## src/rtl/fetch_decode_buffer_pkg.sv

```systemverilog
// Shared IF/ID definitions: word widths, the immediate opcode group and FSM encoding.
package fetch_decode_buffer_pkg;

   localparam int          WORD_W    = 16;
   localparam int          PC_W      = 32;
   localparam logic [15:0] NOP_WORD  = 16'h0000;
   localparam int          OPC_HI    = 15;
   localparam int          OPC_LO    = 13;
   localparam logic [2:0]  IMM_GROUP = 3'b110;

   localparam logic [0:0]  ST_FIRST  = 1'b0;
   localparam logic [0:0]  ST_IMM    = 1'b1;

endpackage

```

## src/rtl/fetch_decode_buffer_imm_classifier.sv

```systemverilog
// Flags words whose opcode group means the next fetched word is their immediate.
module imm_classifier
   import fetch_decode_buffer_pkg::*;
(
   input  logic [WORD_W-1:0] word,
   output logic              is_imm
);

   assign is_imm = (word[OPC_HI:OPC_LO] == IMM_GROUP);

endmodule

```

## src/rtl/fetch_decode_buffer.sv

```systemverilog
// IF/ID buffer: pairs immediate-bearing instructions with their trailing word and
// presents whole instructions to Decode, honouring stall and flush.
module fetch_decode_buffer
   import fetch_decode_buffer_pkg::*;
#(
   parameter int PC_W   = fetch_decode_buffer_pkg::PC_W,
   parameter int WORD_W = fetch_decode_buffer_pkg::WORD_W,
   parameter int CNT_W  = 16
)(
   input  logic              clk,
   input  logic              reset,
   input  logic              in_valid,
   input  logic [WORD_W-1:0] in_word,
   input  logic [PC_W-1:0]   in_pc,
   output logic              in_ready,
   input  logic              stall,
   input  logic              flush,
   output logic              out_valid,
   output logic [WORD_W-1:0] out_instruction,
   output logic [WORD_W-1:0] out_immediate,
   output logic              out_has_imm,
   output logic [PC_W-1:0]   out_pc,
   output logic [CNT_W-1:0]  issued_count
);

   logic              accept;
   logic              word_is_imm;

   logic [0:0]        state_p0;
   logic [WORD_W-1:0] hold_instr_p0;
   logic [PC_W-1:0]   hold_pc_p0;

   logic              vld_p1;
   logic [WORD_W-1:0] instr_p1;
   logic [WORD_W-1:0] imm_p1;
   logic              has_imm_p1;
   logic [PC_W-1:0]   pc_p1;
   logic [CNT_W-1:0]  cnt_p1;

   assign in_ready = !stall && !flush;
   assign accept   = in_valid && in_ready;

   imm_classifier u_imm_classifier (
      .word   (in_word),
      .is_imm (word_is_imm)
   );

   // p0 -> p1: pair assembly and Decode-facing output registers
   always_ff @(posedge clk or posedge reset) begin
      if (reset) begin
         state_p0      <= ST_FIRST;
         hold_instr_p0 <= NOP_WORD;
         hold_pc_p0    <= '0;
         vld_p1        <= 1'b0;
         instr_p1      <= NOP_WORD;
         imm_p1        <= '0;
         has_imm_p1    <= 1'b0;
         pc_p1         <= '0;
         cnt_p1        <= '0;
      end else if (flush) begin
         state_p0      <= ST_FIRST;
         hold_instr_p0 <= NOP_WORD;
         hold_pc_p0    <= '0;
         vld_p1        <= 1'b0;
         instr_p1      <= NOP_WORD;
         imm_p1        <= '0;
         has_imm_p1    <= 1'b0;
         pc_p1         <= '0;
      end else if (!stall) begin
         // Default is a bubble; only a completed instruction overrides it.
         vld_p1     <= 1'b0;
         instr_p1   <= NOP_WORD;
         imm_p1     <= '0;
         has_imm_p1 <= 1'b0;
         pc_p1      <= '0;
         if (accept) begin
            if (state_p0 == ST_IMM) begin
               vld_p1     <= 1'b1;
               instr_p1   <= hold_instr_p0;
               imm_p1     <= in_word;
               has_imm_p1 <= 1'b1;
               pc_p1      <= hold_pc_p0;
               cnt_p1     <= cnt_p1 + 1'b1;
               state_p0   <= ST_FIRST;
            end else if (word_is_imm) begin
               hold_instr_p0 <= in_word;
               hold_pc_p0    <= in_pc;
               state_p0      <= ST_IMM;
            end else begin
               vld_p1   <= 1'b1;
               instr_p1 <= in_word;
               pc_p1    <= in_pc;
               cnt_p1   <= cnt_p1 + 1'b1;
            end
         end
      end
   end

   assign out_valid       = vld_p1;
   assign out_instruction = instr_p1;
   assign out_immediate   = imm_p1;
   assign out_has_imm     = has_imm_p1;
   assign out_pc          = pc_p1;
   assign issued_count    = cnt_p1;

endmodule

```

## config.mk

```make
export PLATFORM = sky130hd
export DESIGN_NAME = fetch_decode_buffer
export DESIGN_NICKNAME = d
export VERILOG_FILES = /design/src/rtl/fetch_decode_buffer_pkg.sv /design/src/rtl/fetch_decode_buffer_imm_classifier.sv /design/src/rtl/fetch_decode_buffer.sv
export SDC_FILE = /design/constraint.sdc
export NUM_CORES = 1
export LEC_CHECK = 0
export CAP_MARGIN = 10
export CORE_MARGIN = 2
export CORE_UTILIZATION = 45
export DETAILED_ROUTE_END_ITERATION = 8
export PLACE_DENSITY = 0.72
export SYNTH_ARGS = -nofsm -noshare
export SYNTH_HDL_FRONTEND = slang
export SYNTH_HIERARCHICAL = 1
export SYNTH_SLANG_ARGS = --single-unit
export TNS_END_PERCENT = 5
```

## constraint.sdc

```tcl
create_clock -name clk -period 5.3 [get_ports clk]
set_input_delay 1.06 -clock clk [delete_from_list [all_inputs] [get_ports clk]]
set_output_delay 1.06 -clock clk [all_outputs]
set_load 0.1 [all_outputs]
```

==> metrics <==
Tmin final=between 3 and 4 ns; PD cells=373 nW/um^2; drt drc=0; Req. time, crit path=between 4 and 5 ns; Slew Viols, Final=0; Critical Path Source Type=primary input; crit-path max FO=22; cell taking the most area after synthesis=dfrtp_1; Final Hold Fails=0; design area=around 7200 um^2; Reg2Reg Capture Point=hold_pc_p0[23]; layer with the highest usage=met2; Worst-Skew Late Latency=0.40 ns; fmax=286 MHz; post_cts resized=0; number of fill cells=924; Critical Path AT=2.43 ns; Hold Crit Class=flop to flop; Detailed Routing Iterations Pass 1=6; initial antenna violation count=0; TNS Setup=0 ns; die height=112 um; Compound-Gate Fraction of Synth Area=18.6%; share of cells above drive strength 1=8.87%; post-synth cell types=30; Sink Count=roughly 130; DR WL/cell=18.7 um; HP Start=out_has_imm; Die Area=approximately 12,000 um^2; # Post-CTS Setup Buffers=0; max_cap viols=0; Pleak=~3.4 nW; status=finished clean; Total GRT Usage=21.4%; final setup margin=1.81 ns; first-pass GRT wire length=21,400 um; Mapped Nets=486; grt ovf=0; count leader, synth=dfrtp_1; Reg2Reg Launch Point=state_p0; final net count=~620; worst-case clock buffer depth=2; RSZ-0062 raised after global routing=false; Yosys reg bits=approximately 130; area delta synth->final=38.3%; worst vdd ir=around 0.31 mV; Port Buf Inserts=135; Slew HR=24.3%; antenna cells=0; Post-Route WL=~13,000 um; Synth Cell Area=5210 um^2; Seq. cell area=~3300 um^2; TritonCTS buffer count=17; Multi-input gate area=1570 um^2; Final period util=between 60% and 70%; Critical Path End Type=output pin; Hold EP=out_has_imm; starting density of the core=45.8%; mux cell area share after synthesis=0.216%; post-DP HPWL=8550 um; crit path kind=primary input to output pin; ANT nets after route=0; Simple-Gate Fraction of Synth Area=8.48%; Die X=between 100 and 150 um; num rows=39; routed vias/inst=5.74; Placed Area=6620 um^2; R2R cell count=4; most used flip-flop cell after synthesis=dfrtp_1; WHS Path Cells=1; top post-synthesis cells by area=dfrtp_1 63%, a222oi_1 9.2%, a22o_1 6.9%, nand2_1 4.0%, inv_1 3.5%; Ports=136; EDFF count, synth=0; XOR/XNOR Fraction of Synth Area=2.52%; largest net degree at the start of global routing=59; Post-Syn Instances=432; sequential area share after synthesis=63.0%; Yosys Warn Count=6; Root Buffer=clkbuf_16; largest family of logic cells by synthesized area=compound AO/OA/AOI/OAI gates; vias in the first global route=approximately 4,200; Reg clk slew, reported paths=about 0.06 ns; Placer Congestion=between 0.7 and 0.8; r2r setup slk=3.29 ns; syn_area_per_cell=about 12 um^2; TritonCTS clock tree=done; via count=between 4,000 and 5,000; Clock Skews=0.00798 ns; top cells by count, synth=131 x dfrtp_1, 55 x nand2_1, 49 x inv_1; met2 Track Usage GR=between 30% and 40%; Async SR Flop Fraction=100%; First DRT Iteration DRCs=roughly 390; M1 GR Usage=28.6%; Worst-Margin Slew=between 1 and 1.5 ns; area of the core=11,400 um^2; final setup fails=0; worst slack at placement=1.74 ns; Synth Area in Adders=0.240%; Max H-tree Level=4; Synth top area share=63.0%; met3 Use GR=4.35%; hold_buf cts=0
[cells by family after synthesis]
family,count (synthesis)
multiplexers,1
XOR/XNOR,15
buffers and inverters,80
adder cells (fa/ha/maj),1
AND/OR/NAND/NOR,90
flip-flops,131
AO/OA/AOI/OAI,114
[critical path: stages]
cell and delay (ns):
clkdlybuf4s50_1 0.69, buf_4 0.34, nor2_1 0.08, buf_4 0.24
[worst max path at each step]
stage / startpoint / endpoint / slack, ns
after floorplan: reset / hold_instr_p0[0] / 0.74
after global placement: flush / out_instruction[12] / 1.83
after detailed placement: flush / out_instruction[6] / 1.74
after CTS: flush / in_ready / 1.83
after global routing: flush / in_ready / 1.78
final: flush / in_ready / 1.81
[report_power, final]
part	switching [W]	internal [W]
sequential	0.0000402	0.00104
combinational	0.000339	0.000124
clock	0.000450	0.000696
total	0.000830	0.00186
[area by class of cell]
cell class              instances  share of cell area [%]
flip-flops and latches        131                    45.5
multi-input cells             221                    21.8
repair buffers                142                    19.5
clock buffers                  17                    5.91
inverters                      49                    2.59
well taps                     143                    2.49
clock inverters                15                    2.16
[registers in the layout (all words and copies together), names as in the netlist]
| register | cells |
|---|---|
| out_has_imm | 1 |
| out_pc | 32 |
| hold_instr_p0 | 16 |
| out_immediate | 16 |
| hold_pc_p0 | 32 |
| out_instruction | 16 |
| state_p0 | 1 |
| issued_count | 16 |
| out_valid | 1 |
[stage by stage]
stage	total power [W]	hold slack [ns]	instances	util, %
after floorplan	0.00141	0.456	432	-
after global placement	0.00155	0.466	686	58.2
after detailed placement	0.00156	0.469	686	58.2
after CTS	0.00270	0.487	718	63.3
after global routing	0.00277	0.508	718	63.3
final	0.00269	0.482	718	63.3
[layout by cell type, fill, tap and decap left out, types with 2 or more instances in the layout]
master / instances
a21oi_1: 24
a222oi_1: 48
a22o_1: 41
buf_4: 8
bufinv_16: 2
clkbuf_16: 17
clkdlybuf4s50_1: 134
clkinv_2: 4
clkinv_4: 2
clkinvlp_4: 3
dfrtp_1: 131
inv_1: 48
inv_6: 4
nand2_1: 55
nand2b_1: 3
nand3_1: 8
nand4_1: 5
nor2_1: 3
nor2_2: 3
nor3_1: 2
nor3_4: 2
xnor2_1: 13
xor2_1: 2
[per-layer routing]
metal / up-vias / share of wire (%)
met5: - / 0
met4: 0 / 1.6
met3: 17 / 6.0
met2: 192 / 50
met1: 2083 / 42
li1: 1829 / -
No activity file was read; power rests on OpenSTA's default activity.
